[src/rtl/tictactoe_board_ctrl.sv]
// Tic-tac-toe board controller: accepts moves, keeps the registered 3x3 board,
// alternates turns and decides win/draw one cycle after each accepted move.
//
// state | meaning
// PLAY  | waiting for a move from the player indicated by turn
// CHECK | one cycle: evaluate the board for the player who just moved
// DONE  | game finished; moves ignored until new_game or reset
module tictactoe_board_ctrl #(
  parameter int FIRST_PLAYER = 0
) (
  input  logic       clk,
  input  logic       reset,
  input  logic       new_game,
  input  logic       move_valid,
  input  logic [3:0] move_pos,
  output logic [1:0] pos1,
  output logic [1:0] pos2,
  output logic [1:0] pos3,
  output logic [1:0] pos4,
  output logic [1:0] pos5,
  output logic [1:0] pos6,
  output logic [1:0] pos7,
  output logic [1:0] pos8,
  output logic [1:0] pos9,
  output logic       turn,
  output logic       move_ack,
  output logic       illegal_move,
  output logic [1:0] winner,
  output logic       game_over,
  output logic [3:0] move_count
);

  localparam logic [1:0] PLAY  = 2'd0;
  localparam logic [1:0] CHECK = 2'd1;
  localparam logic [1:0] DONE  = 2'd2;

  localparam logic FIRST_TURN = (FIRST_PLAYER != 0);

  localparam logic [1:0] MARK_X = 2'b01;
  localparam logic [1:0] MARK_O = 2'b10;
  localparam logic [1:0] DRAW   = 2'b11;

  logic [1:0] state;
  logic [1:0] cells [0:8];
  logic [1:0] mark;
  logic [8:0] sel;
  logic [8:0] occupied;
  logic [8:0] own;
  logic       legal;
  logic       win;

  assign mark = turn ? MARK_O : MARK_X;

  // One-hot cell select; out-of-range positions select nothing.
  always_comb begin
    sel = '0;
    case (move_pos)
      4'd1: sel[0] = 1'b1;
      4'd2: sel[1] = 1'b1;
      4'd3: sel[2] = 1'b1;
      4'd4: sel[3] = 1'b1;
      4'd5: sel[4] = 1'b1;
      4'd6: sel[5] = 1'b1;
      4'd7: sel[6] = 1'b1;
      4'd8: sel[7] = 1'b1;
      4'd9: sel[8] = 1'b1;
      default: sel = '0;
    endcase
  end

  always_comb begin
    occupied = '0;
    own      = '0;
    for (int i = 0; i < 9; i++) begin
      occupied[i] = (cells[i] != 2'b00);
      own[i]      = (cells[i] == mark);
    end
  end

  assign legal = (|sel) && ((sel & occupied) == 9'd0);

  // turn still names the mover during CHECK, so own[] is the mover's marks.
  assign win = (own[0] & own[1] & own[2]) |
               (own[3] & own[4] & own[5]) |
               (own[6] & own[7] & own[8]) |
               (own[0] & own[3] & own[6]) |
               (own[1] & own[4] & own[7]) |
               (own[2] & own[5] & own[8]) |
               (own[0] & own[4] & own[8]) |
               (own[2] & own[4] & own[6]);

  always_ff @(posedge clk or posedge reset) begin
    if (reset) begin
      state        <= PLAY;
      turn         <= FIRST_TURN;
      move_ack     <= 1'b0;
      illegal_move <= 1'b0;
      winner       <= 2'b00;
      game_over    <= 1'b0;
      move_count   <= 4'd0;
      for (int i = 0; i < 9; i++) cells[i] <= 2'b00;
    end else begin
      move_ack     <= 1'b0;
      illegal_move <= 1'b0;
      if (new_game) begin
        state      <= PLAY;
        turn       <= FIRST_TURN;
        winner     <= 2'b00;
        game_over  <= 1'b0;
        move_count <= 4'd0;
        for (int i = 0; i < 9; i++) cells[i] <= 2'b00;
      end else begin
        case (state)
          PLAY: begin
            if (move_valid) begin
              if (legal) begin
                for (int i = 0; i < 9; i++) begin
                  if (sel[i]) cells[i] <= mark;
                end
                move_count <= move_count + 4'd1;
                move_ack   <= 1'b1;
                state      <= CHECK;
              end else begin
                illegal_move <= 1'b1;
              end
            end
          end
          CHECK: begin
            if (win) begin
              winner    <= mark;
              game_over <= 1'b1;
              state     <= DONE;
            end else if (move_count == 4'd9) begin
              winner    <= DRAW;
              game_over <= 1'b1;
              state     <= DONE;
            end else begin
              turn  <= ~turn;
              state <= PLAY;
            end
          end
          DONE:    state <= DONE;
          default: state <= PLAY;
        endcase
      end
    end
  end

  assign pos1 = cells[0];
  assign pos2 = cells[1];
  assign pos3 = cells[2];
  assign pos4 = cells[3];
  assign pos5 = cells[4];
  assign pos6 = cells[5];
  assign pos7 = cells[6];
  assign pos8 = cells[7];
  assign pos9 = cells[8];

endmodule

[config.mk]
export PLATFORM = sky130hd
export DESIGN_NAME = tictactoe_board_ctrl
export DESIGN_NICKNAME = d
export VERILOG_FILES = /design/src/rtl/tictactoe_board_ctrl.sv
export SDC_FILE = /design/constraint.sdc
export NUM_CORES = 1
export LEC_CHECK = 0
export ABC_AREA = 0
export BUFFER_PORTS_ARGS = -buffer_cell sky130_fd_sc_hd__buf_2
export CORE_ASPECT_RATIO = 1.75
export CORE_MARGIN = 10
export CORE_UTILIZATION = 27
export CTS_CLUSTER_SIZE = 20
export DETAILED_ROUTE_END_ITERATION = 16
export GPL_TIMING_DRIVEN = 1
export SYNTH_ARGS = -nofsm -noshare
export SYNTH_HDL_FRONTEND = slang
export SYNTH_SLANG_ARGS = --single-unit
[constraint.sdc]
create_clock -name clk -period 1.7 [get_ports clk]
set_input_delay 0.34 -clock clk [delete_from_list [all_inputs] [get_ports clk]]
set_output_delay 0.34 -clock clk [all_outputs]
set_load 0.05 [all_outputs]
Word level (Yosys, flattened, before mapping):

Index checks and enable logic that the tools add are counted.

* add/sub/neg operators: 1
* equal/unequal tests: 25
* muxes and demuxes: 53
* bitwise logic cells: 25
* reductions and logical operators: 40

Operator list (count)
* $mux 18: 4
* $reduce_bool 2->1: 22
* $mux 2: 19
* $reduce_and 4->1: 9
* $mux 1: 25
* $eq 2x2->1: 9
* $and 1x1->1: 16
* $eq 4x3->1 const B: 4
* $mux 4: 4
* $eq 4x4->1 const B: 3
* $and 9x9->9: 1
* $logic_not 9->1: 1
* $reduce_or 9->1: 1
* $eq 4x2->1 const B: 2
* $or 1x1->1: 7
* $ne 3x3->1 const B: 2
* $pmux 2 s3: 1
* $reduce_and 3->1: 2
* $add 4x1->4 const B: 1
* $eq 4x1->1 const B: 1
* $ne 2x2->1 const B: 2
* $reduce_and 2->1: 2
* $reduce_bool 3->1: 1
* $eq 2x1->1 const B: 1
* 4 further kinds: 4

* register bits: 30
* input bits: 8
* output and inout bits: 28
* logic and storage cells: 160

Logic depth before layout (Yosys ltp):

* depth in word-level cells: 14
* gate-level depth with buffers: 7
* gate-level depth less buffers: 6

Worst setup path before layout:

Ideal clock, no wire load.

* kind: reg-to-reg
* start point: register turn
* end point: register turn
* library setup time: 0.078 ns
* arrival: 2.061 ns
* data required time: 1.622 ns
* path slack: -0.439 ns
* stages on the path, launching flop included: 8
* buffers on the path: 1
* period minus slack after synthesis: 2.139 ns
* cell sequence: dfrtp_1 -> buf_6 -> nand3b_2 -> o32ai_1 -> o32ai_2 -> nand4_2 -> or4_1 -> a21oi_1

* cells in the longest elaborated chain, start to end: 13
* elaborated cells on any way between the ends: 40
* those cells by class: eq/ne: 10; mux: 5; bitwise: 24; reduce/logical: 1

Ends and longest elaborated chain
* start: declaration: RTL line 25 `output logic turn,`
* start signal: assignment: RTL line 138 `turn <= ~turn;`
* $mux 2: RTL line 52 `assign mark = turn ? MARK_O : MARK_X;`
* $eq 2x2->1: RTL line 76 `own[i] = (cells[i] == mark);`
* $and 1x1->1, on equally long branches (2 in a row): RTL line 83, 84
* $or 1x1->1: RTL line 83 `assign win = (own[0] & own[1] & own[2]) |`
* $or 1x1->1: RTL line 84 `(own[3] & own[4] & own[5]) |`
* $or 1x1->1: RTL line 85 `(own[6] & own[7] & own[8]) |`
* $or 1x1->1: RTL line 86 `(own[0] & own[3] & own[6]) |`
* $or 1x1->1: RTL line 87 `(own[1] & own[4] & own[7]) |`
* $or 1x1->1: RTL line 88 `(own[2] & own[5] & own[8]) |`
* $or 1x1->1: RTL line 89 `(own[0] & own[4] & own[8]) |`
* $ne 2x2->1 (no line)
* $reduce_and 3->1 (no line)

Several ways; a longest one is shown, not always the timed one. The select of a mux whose other input is x is not followed.
A chain may end at the register's enable or synchronous reset.

Final worst setup path:

* start point: register cells, in the netlist pos5[0]
* end point: register cells, in the netlist pos3[1]

* cells in the longest elaborated chain, start to end: 6

Ends and longest elaborated chain
* start: declaration: RTL line 44 `logic [1:0] cells [0:8];`
* start signal: indexed assignment: RTL line 118 `if (sel[i]) cells[i] <= mark;`
* $reduce_bool 2->1: RTL line 75 `occupied[i] = (cells[i] != 2'b00);`
* $and 9x9->9: RTL line 80 `assign legal = (|sel) && ((sel & occupied) == 9'd0);`
* $logic_not 9->1: RTL line 80
* $logic_and 1x1->1: RTL line 80
* $reduce_bool 2->1 (no line)
* $reduce_and 4->1 (no line)

Every way passes these cells.

==> impl_metrics.prom <==
# TYPE chip_impl_metric gauge
chip_impl_metric{name="crit_path_max_fanout",unit=""} 5
chip_impl_metric{name="cts_num_sinks",unit=""} 30
chip_impl_info{name="leading_cell_type_in_the_layout_fill_and_taps_excluded",value="sky130_fd_sc_hd__buf_4"} 1
chip_impl_info{name="timing.hold.worst.class",value="primary input to asynchronous set/reset pin"} 1
chip_impl_info{name="synth.top_cells.by_area",value="sky130_fd_sc_hd__dfrtp_1, sky130_fd_sc_hd__nor2_1, sky130_fd_sc_hd__nand2b_1"} 1
chip_impl_metric{name="dieWidth",unit="µm"} 80.1
chip_impl_metric{name="crit_path_max_cell_delay",unit="ns"} 0.46
chip_impl_info{name="timing.setup.critical_path_class",value="register to register"} 1
chip_impl_metric{name="setup-violations-final",unit=""} 25
chip_impl_metric{name="drc_errors",unit=""} 0
chip_impl_metric{name="p_leak",unit="µW"} 0.00129
chip_impl_metric{name="global_route.usage.met1",unit=""} 0.113
chip_impl_metric{name="sequentialPowerShare",unit=""} 0.454
chip_impl_metric{name="max-vdd-ir-drop",unit="mV"} 0.303
chip_impl_metric{name="fraction_of_the_yosys_area_taken_by_sequential_cells",unit=""} 0.440
chip_impl_metric{name="grt_util_all_layers",unit=""} 0.125
chip_impl_metric{name="max_cap_viol_count",unit=""} 0
chip_impl_metric{name="cp.arrival",unit="ns"} 2.13
chip_impl_metric{name="power.share.combinational",unit=""} 0.214
chip_impl_metric{name="die-height",unit="µm"} 125
chip_impl_metric{name="yosys_cell_types",unit=""} 48
chip_impl_metric{name="gp_routability_congestion",unit=""} 0.884
chip_impl_metric{name="maximum_level_of_the_cts_h_tree",unit=""} 2
chip_impl_metric{name="avgViaCountPerCell",unit=""} 5.24
chip_impl_info{name="timing.critical_path.to_type",value="register"} 1
chip_impl_metric{name="timing.critical_path.required",unit="ns"} 1.91
chip_impl_metric{name="report.final.slew_viol_count",unit=""} 0
chip_impl_metric{name="final.min_clock_period",unit="ns"} 1.91
chip_impl_metric{name="dr.first_iter.drc_count",unit=""} 130
chip_impl_metric{name="wire_per_inst",unit="µm"} 18.1
chip_impl_metric{name="grt_first_pass_wirelength",unit="µm"} 9780
chip_impl_info{name="violations",value="negative setup slack"} 1
chip_impl_metric{name="antenna_violations_before_repair",unit=""} 0
chip_impl_info{name="cts_tree",value="done"} 1
chip_impl_metric{name="max-clock-path-buffers",unit=""} 2
chip_impl_metric{name="synth_nets",unit=""} 193
chip_impl_metric{name="slew-limit-headroom",unit=""} 0.603
chip_impl_info{name="synth_largest_area_cell",value="sky130_fd_sc_hd__dfrtp_1"} 1
chip_impl_info{name="cts-root-buf",value="sky130_fd_sc_hd__clkbuf_8"} 1
chip_impl_info{name="rsz0062_at_grt",value="true"} 1
chip_impl_metric{name="max_freq",unit="MHz"} 523
chip_impl_metric{name="postSynthAreaPerCell",unit="µm²"} 9.33
chip_impl_metric{name="initial_utilization",unit=""} 0.276
chip_impl_metric{name="p_sw_frac",unit=""} 0.297
chip_impl_metric{name="drive_gt1_frac",unit=""} 0.611
chip_impl_info{name="status",value="finished with violations"} 1
chip_impl_metric{name="worst_setup_hold_path_clk_slew",unit="ns"} 0.06
chip_impl_metric{name="worst_pin_slew",unit="ns"} 0.595
chip_impl_metric{name="clkPwrFrac",unit=""} 0.332
chip_impl_metric{name="tritoncts.num_buffers",unit=""} 5
chip_impl_metric{name="placementRows",unit=""} 38
chip_impl_metric{name="first_global_vias",unit=""} 1979
chip_impl_metric{name="min_period_over_period",unit=""} 1.12
chip_impl_metric{name="syn-instance-count",unit=""} 183
chip_impl_info{name="layout.cells.most_common_list",value="sky130_fd_sc_hd__buf_4, sky130_fd_sc_hd__buf_2, sky130_fd_sc_hd__nor2_1, sky130_fd_sc_hd__dfrtp_2, sky130_fd_sc_hd__dfrtp_1"} 1
chip_impl_metric{name="synthesis_warning_total",unit=""} 0
chip_impl_metric{name="stdcell_area",unit="µm²"} 2840
chip_impl_info{name="top_usage_layer",value="met2"} 1
chip_impl_metric{name="grt_remaining_overflow",unit=""} 0
chip_impl_metric{name="clk_latency",unit="ns"} 0.29
chip_impl_metric{name="power_per_cell_area",unit="nW/µm²"} 573
chip_impl_metric{name="switching_power_total",unit="µW"} 484
chip_impl_metric{name="power",unit="µW"} 1630
chip_impl_metric{name="ys_seq_elements",unit=""} 30
chip_impl_metric{name="p_int",unit="µW"} 1140
chip_impl_metric{name="grt_max_degree",unit=""} 31
chip_impl_metric{name="grt.met3_usage",unit=""} 0.0337
chip_impl_metric{name="placed_cell_areas",unit="µm²"} 2330
chip_impl_metric{name="num-nets-final",unit=""} 285
chip_impl_metric{name="global_route.usage.met2",unit=""} 0.223
chip_impl_metric{name="wirelength",unit="µm"} 6440
chip_impl_metric{name="firstDrtPassIters",unit=""} 4
chip_impl_info{name="critPathSlowestCell",value="sky130_fd_sc_hd__or3_4"} 1
chip_impl_info{name="cp_cell_sequence",value="nor3_2, a311oi_2, o311ai_2, buf_4, nand3_4, or3_4, o2bb2ai_2"} 1
chip_impl_metric{name="hold_violations",unit=""} 0
chip_impl_metric{name="synth_top_cell_area_share",unit=""} 0.440
chip_impl_metric{name="core_region_area",unit="µm²"} 6180
chip_impl_metric{name="ant_nets",unit=""} 0
chip_impl_metric{name="reg2reg_depth",unit=""} 7
chip_impl_metric{name="totalNegativeSetupSlack",unit="ns"} -2.51
chip_impl_metric{name="synth_area",unit="µm²"} 1710
chip_impl_metric{name="finalClockSkew",unit="ns"} 0.00558
chip_impl_metric{name="io_pins",unit=""} 36
chip_impl_metric{name="areaGrowthSynthToFinish",unit="%"} 66.2
chip_impl_metric{name="pre_cts_ws",unit="ns"} -0.321
chip_impl_metric{name="dpl.hpwl",unit="µm"} 4740
chip_impl_metric{name="num_vias",unit=""} 1861
chip_impl_metric{name="final_critical_path_setup_slack",unit="ns"} -0.211
chip_impl_metric{name="design.die.area",unit="µm²"} 10000
chip_impl_info{name="worstSetupStartpointType",value="register"} 1
chip_impl_metric{name="n_antenna_cell",unit=""} 0
chip_impl_metric{name="io_buffers",unit=""} 35
[per-stage QoR]
stage	hold slack, ns	cells	utilization
floorplan	0.430	183	-
global placement	0.436	335	0.378
detailed placement	0.439	335	0.378
CTS	0.137	348	0.427
global route	0.165	355	0.459
finish	0.116	355	0.459
[flip-flops by register name, indices dropped and copies added (netlist names)]
register and flops:
move_count 4, pos1 2, pos2 2, pos3 2
pos4 2, pos5 2, pos6 2, pos7 2
pos8 2, pos9 2, state 2, winner 2
game_over 1, illegal_move 1, move_ack 1, turn 1
[cell families (layout without fill, tap and decap cells)]
logic type,count (synthesis),in the layout,synth area share
AO/OA/AOI/OAI,52,52,0.231
XOR/XNOR,2,2,0.0103
adder cells (fa/ha/maj),2,2,0.0147
buffers and inverters,20,112,0.0513
flip-flops,30,30,0.440
AND/OR/NAND/NOR,77,77,0.253
[cell usage after synthesis (all sizes together)]
| library cell | number |
|---|---|
| inv | 12 |
| nor3 | 8 |
| o311ai | 1 |
| o221ai | 1 |
| dfrtp | 30 |
| buf | 4 |
| nand3b | 4 |
| nor2b | 1 |
| nand2b | 11 |
| ha | 2 |
| and3 | 2 |
| o31ai | 1 |
| o2bb2ai | 6 |
| nand3 | 4 |
| a2111oi | 1 |
| nor3b | 1 |
| nand2 | 10 |
| and3b | 2 |
| and2 | 2 |
| o22ai | 9 |
| a22o | 1 |
| o32ai | 7 |
| o211ai | 2 |
| a41oi | 2 |
| clkbuf | 4 |
| or3b | 3 |
| or3 | 6 |
| xor2 | 2 |
| a31oi | 2 |
| o21ai | 8 |
| a32o | 1 |
| nor2 | 20 |
| o41ai | 1 |
| or4 | 1 |
| a311oi | 2 |
| a211oi | 2 |
| a21oi | 5 |
| nand4 | 2 |
[worst paths after layout]
check                            from           end  slack [ns]
setup / recovery              pos5[0]       pos3[1]       -0.21
hold / removal                  reset       pos2[0]        0.12
setup reg to reg              pos5[0]       pos3[1]       -0.21
hold reg to reg             game_over     game_over        0.52
max in group asynchronous       reset       pos7[1]        1.27
min in group clk           move_valid  illegal_move        0.31
[power by group through the flow]
stage	Combinational [µW]	Sequential, µW	Clock (µW)
finish	348	739	539
CTS	318	738	545
detailed placement	264	752	0
floorplan	114	792	0
global placement	261	751	0
global route	372	740	560
[timing repair]
action	CTS	global route
buffers inserted	6	9
resized for setup	39	27
hold buffers	0	0
pin swaps	11	15
endpoints found under the setup margin	26	30
cloned	0	0
[final cells by class]
class                           instances  area [µm²]
Clock buffer                            7        76.3
Tap cell                               80         100
Timing Repair Buffer                   93         656
Sequential cell                        30         772
Multi-Input combinational cell        133        1190
Inverter                               12        45.0
Fill cell                             598        3340
[critical path, delay by kind of cell, from the launching register on]
| family | cells | cell delay, ns |
|---|---|---|
| simple gates | 3 | 0.74 |
| compound gates | 3 | 0.47 |
| flops | 1 | 0.43 |
| buf+inv | 1 | 0.19 |
[per-layer routing]
| layer | share of wire | up-vias |
|---|---|---|
| met5 | 0 | - |
| met4 | 0.052 | 0 |
| met3 | 0.051 | 23 |
| met2 | 0.55 | 56 |
| met1 | 0.34 | 916 |
| li1 | - | 866 |
Power figures use the tool's default switching activity.
